File: src/rtl/axis_frame_generator.sv
// AXI-Stream video frame source: programmable width x height, SOF on tuser,
// EOL on tlast, frames launched on a programmable period in clocks.
module axis_frame_generator #(
  parameter int AXIS_DATA_WIDTH = 8,
  parameter int IMG_WIDTH_MAX   = 16,
  parameter int IMG_HEIGHT_MAX  = 16
) (
  input  logic                       i_axi_clk,
  input  logic                       i_axi_rst,
  input  logic                       i_enable,
  input  logic [IMG_WIDTH_MAX-1:0]   i_width,
  input  logic [IMG_HEIGHT_MAX-1:0]  i_height,
  input  logic [31:0]                i_frame_period,
  input  logic [1:0]                 i_pattern,
  input  logic [AXIS_DATA_WIDTH-1:0] i_constant,
  output logic                       o_axis_out_tuser,
  output logic                       o_axis_out_tvalid,
  input  logic                       i_axis_out_tready,
  output logic                       o_axis_out_tlast,
  output logic [AXIS_DATA_WIDTH-1:0] o_axis_out_tdata,
  output logic                       o_busy,
  output logic [31:0]                o_frame_count,
  output logic                       o_overrun
);

  localparam logic [IMG_WIDTH_MAX-1:0]   W_ONE = IMG_WIDTH_MAX'(1);
  localparam logic [IMG_HEIGHT_MAX-1:0]  H_ONE = IMG_HEIGHT_MAX'(1);
  localparam logic [AXIS_DATA_WIDTH-1:0] D_ONE = AXIS_DATA_WIDTH'(1);

  typedef enum logic {ST_IDLE, ST_ACTIVE} state_t;

  state_t                       state_q, state_d;
  logic                         first_q, first_d;
  logic [31:0]                  period_cnt_q, period_cnt_d;
  logic [IMG_WIDTH_MAX-1:0]     width_q, width_d;
  logic [IMG_HEIGHT_MAX-1:0]    height_q, height_d;
  logic [1:0]                   pattern_q, pattern_d;
  logic [AXIS_DATA_WIDTH-1:0]   const_q, const_d;
  logic [IMG_WIDTH_MAX-1:0]     x_q, x_d;
  logic [IMG_HEIGHT_MAX-1:0]    y_q, y_d;
  logic [AXIS_DATA_WIDTH-1:0]   pix_q, pix_d;
  logic                         tvalid_q, tvalid_d;
  logic                         tuser_q, tuser_d;
  logic                         tlast_q, tlast_d;
  logic [AXIS_DATA_WIDTH-1:0]   tdata_q, tdata_d;
  logic                         busy_q, busy_d;
  logic [31:0]                  frame_count_q, frame_count_d;
  logic                         overrun_q, overrun_d;

  logic [31:0]                  period_m1;
  logic                         start_ok;
  logic                         beat;
  logic                         at_eol;
  logic                         at_eof;
  logic [IMG_WIDTH_MAX-1:0]     x_next;
  logic [IMG_HEIGHT_MAX-1:0]    y_next;
  logic [AXIS_DATA_WIDTH-1:0]   pix_next;

  function automatic logic [AXIS_DATA_WIDTH-1:0] pixel_value(
    input logic [1:0]                 pattern,
    input logic [AXIS_DATA_WIDTH-1:0] const_val,
    input logic [IMG_WIDTH_MAX-1:0]   x,
    input logic [IMG_HEIGHT_MAX-1:0]  y,
    input logic [AXIS_DATA_WIDTH-1:0] index
  );
    logic [AXIS_DATA_WIDTH-1:0] value;
    case (pattern)
      2'd0:    value = index;
      2'd1:    value = const_val;
      2'd2:    value = AXIS_DATA_WIDTH'(x);
      default: value = AXIS_DATA_WIDTH'(y);
    endcase
    return value;
  endfunction

  // A period of 0 behaves like 1: back-to-back frames.
  assign period_m1 = (i_frame_period == 32'd0) ? 32'd0 : i_frame_period - 32'd1;
  assign start_ok  = i_enable && (i_width != '0) && (i_height != '0) &&
                     (first_q || (period_cnt_q >= period_m1));

  assign beat   = tvalid_q && i_axis_out_tready;
  assign at_eol = (x_q == width_q - W_ONE);
  assign at_eof = at_eol && (y_q == height_q - H_ONE);

  // Running pixel index equals y*width+x modulo the data width.
  assign x_next   = at_eol ? '0 : x_q + W_ONE;
  assign y_next   = at_eol ? y_q + H_ONE : y_q;
  assign pix_next = pix_q + D_ONE;

  // NOTE: every signal driven here gets a default first, so no path leaves
  // one unassigned and no latch is inferred.
  always_comb begin
    state_d       = state_q;
    first_d       = first_q;
    period_cnt_d  = (period_cnt_q == 32'hFFFF_FFFF) ? period_cnt_q : period_cnt_q + 32'd1;
    width_d       = width_q;
    height_d      = height_q;
    pattern_d     = pattern_q;
    const_d       = const_q;
    x_d           = x_q;
    y_d           = y_q;
    pix_d         = pix_q;
    tvalid_d      = tvalid_q;
    tuser_d       = tuser_q;
    tlast_d       = tlast_q;
    tdata_d       = tdata_q;
    busy_d        = busy_q;
    frame_count_d = frame_count_q;
    overrun_d     = (state_q == ST_ACTIVE) && (i_frame_period >= 32'd2) &&
                    (period_cnt_q == period_m1);

    case (state_q)
      ST_IDLE: begin
        tvalid_d = 1'b0;
        tuser_d  = 1'b0;
        tlast_d  = 1'b0;
        busy_d   = 1'b0;
        if (!i_enable) begin
          first_d = 1'b1;
        end
        if (start_ok) begin
          state_d      = ST_ACTIVE;
          first_d      = 1'b0;
          period_cnt_d = 32'd0;
          width_d      = i_width;
          height_d     = i_height;
          pattern_d    = i_pattern;
          const_d      = i_constant;
          x_d          = '0;
          y_d          = '0;
          pix_d        = '0;
          tvalid_d     = 1'b1;
          tuser_d      = 1'b1;
          tlast_d      = (i_width == W_ONE);
          tdata_d      = pixel_value(i_pattern, i_constant, '0, '0, '0);
          busy_d       = 1'b1;
        end
      end

      ST_ACTIVE: begin
        if (beat) begin
          tuser_d = 1'b0;
          if (at_eof) begin
            state_d       = ST_IDLE;
            tvalid_d      = 1'b0;
            tlast_d       = 1'b0;
            busy_d        = 1'b0;
            frame_count_d = frame_count_q + 32'd1;
          end else begin
            x_d     = x_next;
            y_d     = y_next;
            pix_d   = pix_next;
            tlast_d = (x_next == width_q - W_ONE);
            tdata_d = pixel_value(pattern_q, const_q, x_next, y_next, pix_next);
          end
        end
      end

      default: state_d = ST_IDLE;
    endcase
  end

  // NOTE: state registers use non-blocking assignments so every flop samples
  // the pre-edge values, independent of statement order.
  always_ff @(posedge i_axi_clk or negedge i_axi_rst) begin
    if (!i_axi_rst) begin
      state_q       <= ST_IDLE;
      first_q       <= 1'b1;
      period_cnt_q  <= '0;
      width_q       <= '0;
      height_q      <= '0;
      pattern_q     <= '0;
      const_q       <= '0;
      x_q           <= '0;
      y_q           <= '0;
      pix_q         <= '0;
      tvalid_q      <= 1'b0;
      tuser_q       <= 1'b0;
      tlast_q       <= 1'b0;
      tdata_q       <= '0;
      busy_q        <= 1'b0;
      frame_count_q <= '0;
      overrun_q     <= 1'b0;
    end else begin
      state_q       <= state_d;
      first_q       <= first_d;
      period_cnt_q  <= period_cnt_d;
      width_q       <= width_d;
      height_q      <= height_d;
      pattern_q     <= pattern_d;
      const_q       <= const_d;
      x_q           <= x_d;
      y_q           <= y_d;
      pix_q         <= pix_d;
      tvalid_q      <= tvalid_d;
      tuser_q       <= tuser_d;
      tlast_q       <= tlast_d;
      tdata_q       <= tdata_d;
      busy_q        <= busy_d;
      frame_count_q <= frame_count_d;
      overrun_q     <= overrun_d;
    end
  end

  assign o_axis_out_tuser  = tuser_q;
  assign o_axis_out_tvalid = tvalid_q;
  assign o_axis_out_tlast  = tlast_q;
  assign o_axis_out_tdata  = tdata_q;
  assign o_busy            = busy_q;
  assign o_frame_count     = frame_count_q;
  assign o_overrun         = overrun_q;

endmodule

File: config.mk
export PLATFORM = sky130hd
export DESIGN_NAME = axis_frame_generator
export DESIGN_NICKNAME = d
export VERILOG_FILES = /design/src/rtl/axis_frame_generator.sv
export SDC_FILE = /design/constraint.sdc
export NUM_CORES = 1
export LEC_CHECK = 0
export CAP_MARGIN = 20
export CORE_ASPECT_RATIO = 1.75
export CORE_MARGIN = 2
export CORE_UTILIZATION = 57
export DETAILED_ROUTE_END_ITERATION = 8
export PLACE_DENSITY = 0.78
export SLEW_MARGIN = 40
export SYNTH_ARGS = -nofsm -noshare
export SYNTH_HDL_FRONTEND = slang
export SYNTH_SLANG_ARGS = --single-unit
File: constraint.sdc
create_clock -name i_axi_clk -period 7.2 [get_ports i_axi_clk]
set_input_delay 2.16 -clock i_axi_clk [delete_from_list [all_inputs] [get_ports i_axi_clk]]
set_output_delay 2.16 -clock i_axi_clk [all_outputs]
set_load 0.02 [all_outputs]
After elaboration in Yosys (flattened, before gate mapping). Cells that the tools add are included.

Bits of input ports: 78. Bits in read-only memories: 0. Memories: 0. Bits in latches: 0. Word-level logic and storage cells: 99. Register bits: 160. Bits in writable memories: 0. Output and inout port bits: 45.

Order comparisons: 2. Multiplexer cells: 38. Eq/ne operators: 15. Reduce and logical (&&, ||, !) cells: 18. $add $sub $neg: 8. Shifts and indexed selects: 0. Bitwise gates (word level): 1. Multipliers: 0. Divide/modulo/power cells: 0.

Operators by type and width (number): two-way mux 32 bit (4); two-way mux 16 bit (7); adder 32 x 1 -> 32 bit (second input constant) (2); one-hot mux 16 bit (2 select lines) (2); two-way mux 8 bit (7); equality test 16 bit (3); adder 16 x 1 -> 16 bit (second input constant) (2); equality test 32 bit (1); equality test 32 bit (second input constant) (1); greater-or-equal comparator 32 x 2 -> 1 bit (second input constant) (1); greater-or-equal comparator 32 bit (1); zero test 32 bit (1); one-hot mux 8 bit (2 select lines) (2); nonzero test 16 bit (2); subtractor 16 x 1 -> 16 bit (second input constant) (2); subtractor 32 x 1 -> 32 bit (second input constant) (1); one-hot mux 8 bit (3 select lines) (1); equality test 16 x 1 -> 1 bit (second input constant) (1); two-way mux 1 bit (11); adder 8 x 1 -> 8 bit (second input constant) (1); inequality test 2 x 1 -> 1 bit (second input constant) (4); one-hot mux 1 bit (2 select lines) (4); logical AND 1 bit (7); AND reduction 2 bit (3); 8 further kinds (11).

Logic depth before layout (Yosys ltp).
Depth in word-level cells: 7. Depth in mapped cells: 19.

Worst setup path before layout. No wires, ideal clock.

Path type: input to register. Start point: in i_frame_period[11]. End point: reg period_cnt_q[10]. Path slack: 0.598 ns. Data required time: 7.068 ns. Setup time: 0.132 ns. Buffers on the path: 3. Cell stages on the path: 18. Arrival: 6.470 ns. Cells stage by stage: or4_1 or4_1 nor2_1 nand3_1 or2_2 nor4_1 xor2_1 nand2_1 ha_1 nand4_1 nor4_1 o21ai_0 a311oi_1 or2_2 clkbuf_1 clkbuf_1 clkbuf_1 nor2_1.

Word-level cells in the longest chain between the ends: 7.

RTL lines: from (decl) (line 13) `input logic [31:0] i_frame_period,`; subtractor 32 x 1 -> 32 bit or zero test 32 bit (tied branches) (line 77) `assign period_m1 = (i_frame_period == 32'd0) ? 32'd0 : i_frame_period - 32'd1;`; two-way mux 32 bit * (line 77); greater-or-equal comparator 32 bit * (line 79) `(first_q || (period_cnt_q >= period_m1));`; logical OR 1 bit * (line 79); logical AND 1 bit * (line 78) `assign start_ok = i_enable && (i_width != '0) && (i_height != '0) &&`; two-way mux 32 bit * (line 121) `if (start_ok) begin`; two-way mux 32 bit * (line 112) `case (state_q)`; named net period_cnt_d[10] (line 34) `logic [31:0] period_cnt_q, period_cnt_d;`; to (signal assigned) (line 187) `period_cnt_q <= period_cnt_d;`; to (decl) (line 34).

The timed path passes the listed nets; every way through them passes the cells marked *. A chain may end at the register's enable or synchronous reset.

Worst setup path in the final report.
Start point: in i_frame_period[10]. End point: reg x_q[8].

Word-level cells in the longest chain between the ends: 7.

RTL lines: subtractor 32 x 1 -> 32 bit or zero test 32 bit (tied branches) (line 77); two-way mux 32 bit * (line 77); greater-or-equal comparator 32 bit * (line 79); logical OR 1 bit * (line 79); logical AND 1 bit * (line 78); inequality test 2 bit (no line) *; AND reduction 3 bit (no line) *; to (signal assigned) (line 174) `x_q <= '0;`; to (signal assigned) (line 192) `x_q <= x_d;`; to (decl) (line 39) `logic [IMG_WIDTH_MAX-1:0] x_q, x_d;`.

Mark *: on every way between the ends. The rest lies on a longest branch, timed or not.

==> summary.log <==
INFO  final_layout   nets=1,537
INFO  sta            max_slew.worst_pin.slew=0.813ns
INFO  drt            routed_wire_length_per_instance=18.9um
INFO  placement      port_buffers=122
INFO  synthesis      yosysWarningCount=0
INFO  clock_network  cts.htree.levels=4
INFO  synthesis      portion_of_the_post_synthesis_area_used_by_sequential_elements=35.4%
INFO  setup_path     timing.critical_path.required=7.53ns
INFO  final_layout   antennaDiodeCount=0
INFO  synthesis      synthTopCellsByArea=sky130_fd_sc_hd__dfrtp_1 35%, sky130_fd_sc_hd__nand2_1 7.3%, sky130_fd_sc_hd__xnor2_1 6.9%
INFO  sta            rsz_0062_raised_after_global_routing=false
INFO  sta            timing.final.max_slew_violations=0
INFO  synthesis      synthFlopType=sky130_fd_sc_hd__dfrtp_1
INFO  setup_path     critical_path_class=in2reg
INFO  setup_path     slowest_stage=sky130_fd_sc_hd__or4_1
INFO  synthesis      netlist.area_leader.share=35.2%
INFO  die            core_area=19,600um2
INFO  clock_network  clkSinkCount=160
INFO  synthesis      synthDistinctLibCells=89
INFO  synthesis      yosys.area.top_type=sky130_fd_sc_hd__dfrtp_1
INFO  die            io_pins=123
INFO  synthesis      synth_nets=1,437
INFO  die            chipWidth=111um
INFO  clock_network  worst_skew_pair.late_latency=0.44ns
INFO  synthesis      syn_area=11,300um2
INFO  sta            finalHoldViolations=0
INFO  synthesis      post-synth-top-count-cell=sky130_fd_sc_hd__nand2_1
INFO  clock_network  cts.hold.buffers_added=0
INFO  placement      dp_hpwl=23,900um
INFO  drt            route.detailed.drc=0
INFO  final_layout   area.growth.synth_to_final=18.4%
INFO  job            max_cap_viol_count=0
INFO  die            die_area=21,000um2
INFO  setup_path     worstPathCellList=clkdlybuf4s50_1, or4_1, or4_1, nor2_1, nand3_1, or2_2, nor4_1, xor2_1, nand2_1, ha_1, nand4_1, nor4_1, o21ai_0, a311oi_1, or2_2, buf_12, o22ai_1, a22o_1
INFO  sta            finalHoldWorstSlack=0.477ns
INFO  sta            timing.final.crit_period=6.76ns
INFO  die            num_rows=68
INFO  clock_network  post_cts_resized=0
INFO  clock_network  cts_buffers=17
INFO  global_route   grt_first_pass_wirelength=51,300um
INFO  clock_network  tritoncts_clock_tree=done
INFO  synthesis      avgSynthCellArea=8.58um2
INFO  synthesis      yosys_register_bits=160
INFO  global_route   overflow=0
INFO  synthesis      async_reset_ff_share=100%
INFO  drt            ant_nets=0
INFO  synthesis      synth_enable_flop_cells=0
INFO  final_layout   layout-drive-gt1-share=7.41%
INFO  power          vdd_ir_drop_max=0.181mV
INFO  final_layout   layout.filler_cells=1,682
INFO  clock_network  clock_tree.buffer_depth=2
INFO  hold_path      hp-class=reg2reg
INFO  sta            finalCritPeriodShare=93.8%
INFO  placement      detailedPlace.worstSlack=0.0135ns
INFO  sta            finalSetupViolCount=0
INFO  setup_path     critical_path_arrival=7.09ns
INFO  placement      place.detailed.instances=1,642
INFO  die            die_extent_in_y=190um
INFO  run_status     status=finished clean
INFO  synthesis      synthCells=1,318
INFO  final_layout   finish.cell_count_without_fillers=1,676
INFO  power          power_density=235nW/um2
INFO  setup_path     worstPathMaxFanout=14
INFO  synthesis      most_instantiated_cells_after_synthesis=221 x sky130_fd_sc_hd__nand2_1, 159 x sky130_fd_sc_hd__dfrtp_1, 98 x sky130_fd_sc_hd__nor2_1, 89 x sky130_fd_sc_hd__xnor2_1, 62 x sky130_fd_sc_hd__xor2_1
INFO  placement      gp_routability_congestion=0.938
INFO  sta            finClkSkew=0.0141ns
INFO  setup_path     critical_path.endpoint_type=flop
INFO  setup_path     cp-start-kind=primary input
INFO  global_route   first_global_vias=10,453
INFO  global_route   number_of_antenna_violations_at_the_first_check_in_global_routing=0
INFO  sta            max-slew-margin-rel=45.3%
INFO  clock_network  cts.root.buffer_cell=sky130_fd_sc_hd__clkbuf_16
INFO  drt            initialDrtViolationCount=664
INFO  die            start_util=57.8%
INFO  clock_network  clk_pin_slew=0.07ns
INFO  setup_path     worst_path_largest_cell_delay=0.58ns
INFO  sta            final.setup.worst_slack=0.444ns
INFO  drt            first_pass_detailed_route_iteration_total=5
INFO  sta            setup_total_negative_slack=0ns
INFO  clock_network  postCtsSetupRepairBufs=0
INFO  global_route   maximum_number_of_pins_on_one_net_before_global_route_repair=105
INFO  power          power.leakage=5.73nW
INFO  final_layout   finish.utilization=68.4%
INFO  global_route   globalRouteTotalUtil=30.1%
INFO  drt            drt-total-wl=31,600um
INFO  drt            routed_via_density=6.27
INFO  drt            detailroute.via_count=10,505
INFO  sta            timing.fmax=148MHz
==> cells in the final DEF, fill, tap and decap left out, types with 12 or more instances in the layout <==
| master | count |
|---|---|
| sky130_fd_sc_hd__buf_4 | 20 |
| sky130_fd_sc_hd__nand4_1 | 38 |
| sky130_fd_sc_hd__and3_1 | 30 |
| sky130_fd_sc_hd__a31oi_1 | 16 |
| sky130_fd_sc_hd__ha_1 | 41 |
| sky130_fd_sc_hd__nand3_1 | 56 |
| sky130_fd_sc_hd__clkbuf_16 | 17 |
| sky130_fd_sc_hd__a21oi_1 | 42 |
| sky130_fd_sc_hd__xnor2_1 | 89 |
| sky130_fd_sc_hd__nor2_1 | 97 |
| sky130_fd_sc_hd__inv_1 | 20 |
| sky130_fd_sc_hd__nand2_1 | 221 |
| sky130_fd_sc_hd__or4_1 | 12 |
| sky130_fd_sc_hd__nor2b_1 | 15 |
| sky130_fd_sc_hd__clkdlybuf4s50_1 | 121 |
| sky130_fd_sc_hd__xor2_1 | 62 |
| sky130_fd_sc_hd__and4_1 | 18 |
| sky130_fd_sc_hd__dfrtp_1 | 159 |
| sky130_fd_sc_hd__nand2b_1 | 13 |
| sky130_fd_sc_hd__o21ai_0 | 38 |
| sky130_fd_sc_hd__nor4_1 | 31 |
| sky130_fd_sc_hd__o22ai_1 | 12 |
| sky130_fd_sc_hd__nor3_1 | 43 |
==> power breakdown <==
part / internal (W) / total (W) / leakage, nW / switching, W
Combinational: 0.000424 / 0.000927 / 3.33 / 0.000503
Clock: 0.000559 / 0.000982 / 0.305 / 0.000423
Sequential: 0.00103 / 0.00124 / 2.10 / 0.000210
==> flip-flops by register name (all words and copies together), names as in the netlist <==
register	flops
const_q	8
first_q	1
height_q	16
o_axis_out_tdata	8
o_axis_out_tlast	1
o_axis_out_tuser	1
o_busy	1
o_frame_count	32
o_overrun	1
pattern_q	2
period_cnt_q	32
pix_q	8
state_q	1
width_q	16
x_q	16
y_q	16
==> through the flow <==
stage	total power (W)	area, um2
floorplan	0.00185	11300
global placement	0.00213	12700
detailed placement	0.00215	12700
CTS	0.00314	13400
global route	0.00330	13400
finish	0.00314	13400
==> metal layers <==
metal | vias up | part of all wire, % | track usage [%]
met5 | - | 0 | 0
met2 | 369 | 54 | 56.8
met4 | 0 | 5.8 | 19.0
met1 | 5035 | 36 | 31.4
met3 | 122 | 4.1 | 3.53
li1 | 4979 | - | -
==> logic make-up (layout without fill, tap and decap cells) <==
family,count (synthesis),after routing,share of synthesized area (%)
and+or+nand+nor,638,638,28.8
AOI/OAI and AO/OA,224,224,14.1
DFF,160,160,35.4
xor gates and xnor gates,153,153,12.1
buffers and inverters,87,200,3.76
adders and majority gates,41,41,4.53
muxes,15,15,1.39
==> final cells by class <==
type                    instances  area, um2  area share [%]
multi-input cells            1071       6900            51.5
repair buffers                147       1480            11.0
clock inverters                14        191            1.43
inverters                      21       78.8           0.589
flip-flops and latches        160       4010            29.9
clock buffers                  18        429            3.20
well taps                     245        307            2.29
==> critical path: cells and delay by family <==
family	cells	cell delay (ns)
AO/OA/AOI/OAI	4	0.82
adder cells (fa/ha/maj)	1	0.30
buffers and inverters	2	0.63
AND/OR/NAND/NOR	10	2.99
XOR/XNOR	1	0.18
==> final timing paths <==
kind,startpoint,end,slack [ns],cells after the start
setup / recovery,i_frame_period[10],x_q[8],0.44,18
hold / removal,const_q[0],const_q[0],0.48,2
setup reg to reg,width_q[0],pix_q[4],2.70,12
hold reg to reg,const_q[0],const_q[0],0.48,2
max in group asynchronous,i_axi_rst,o_axis_out_tdata[7],4.64,2
min in group asynchronous,i_axi_rst,o_frame_count[17],1.56,1
Power figures use the tool's default switching activity.
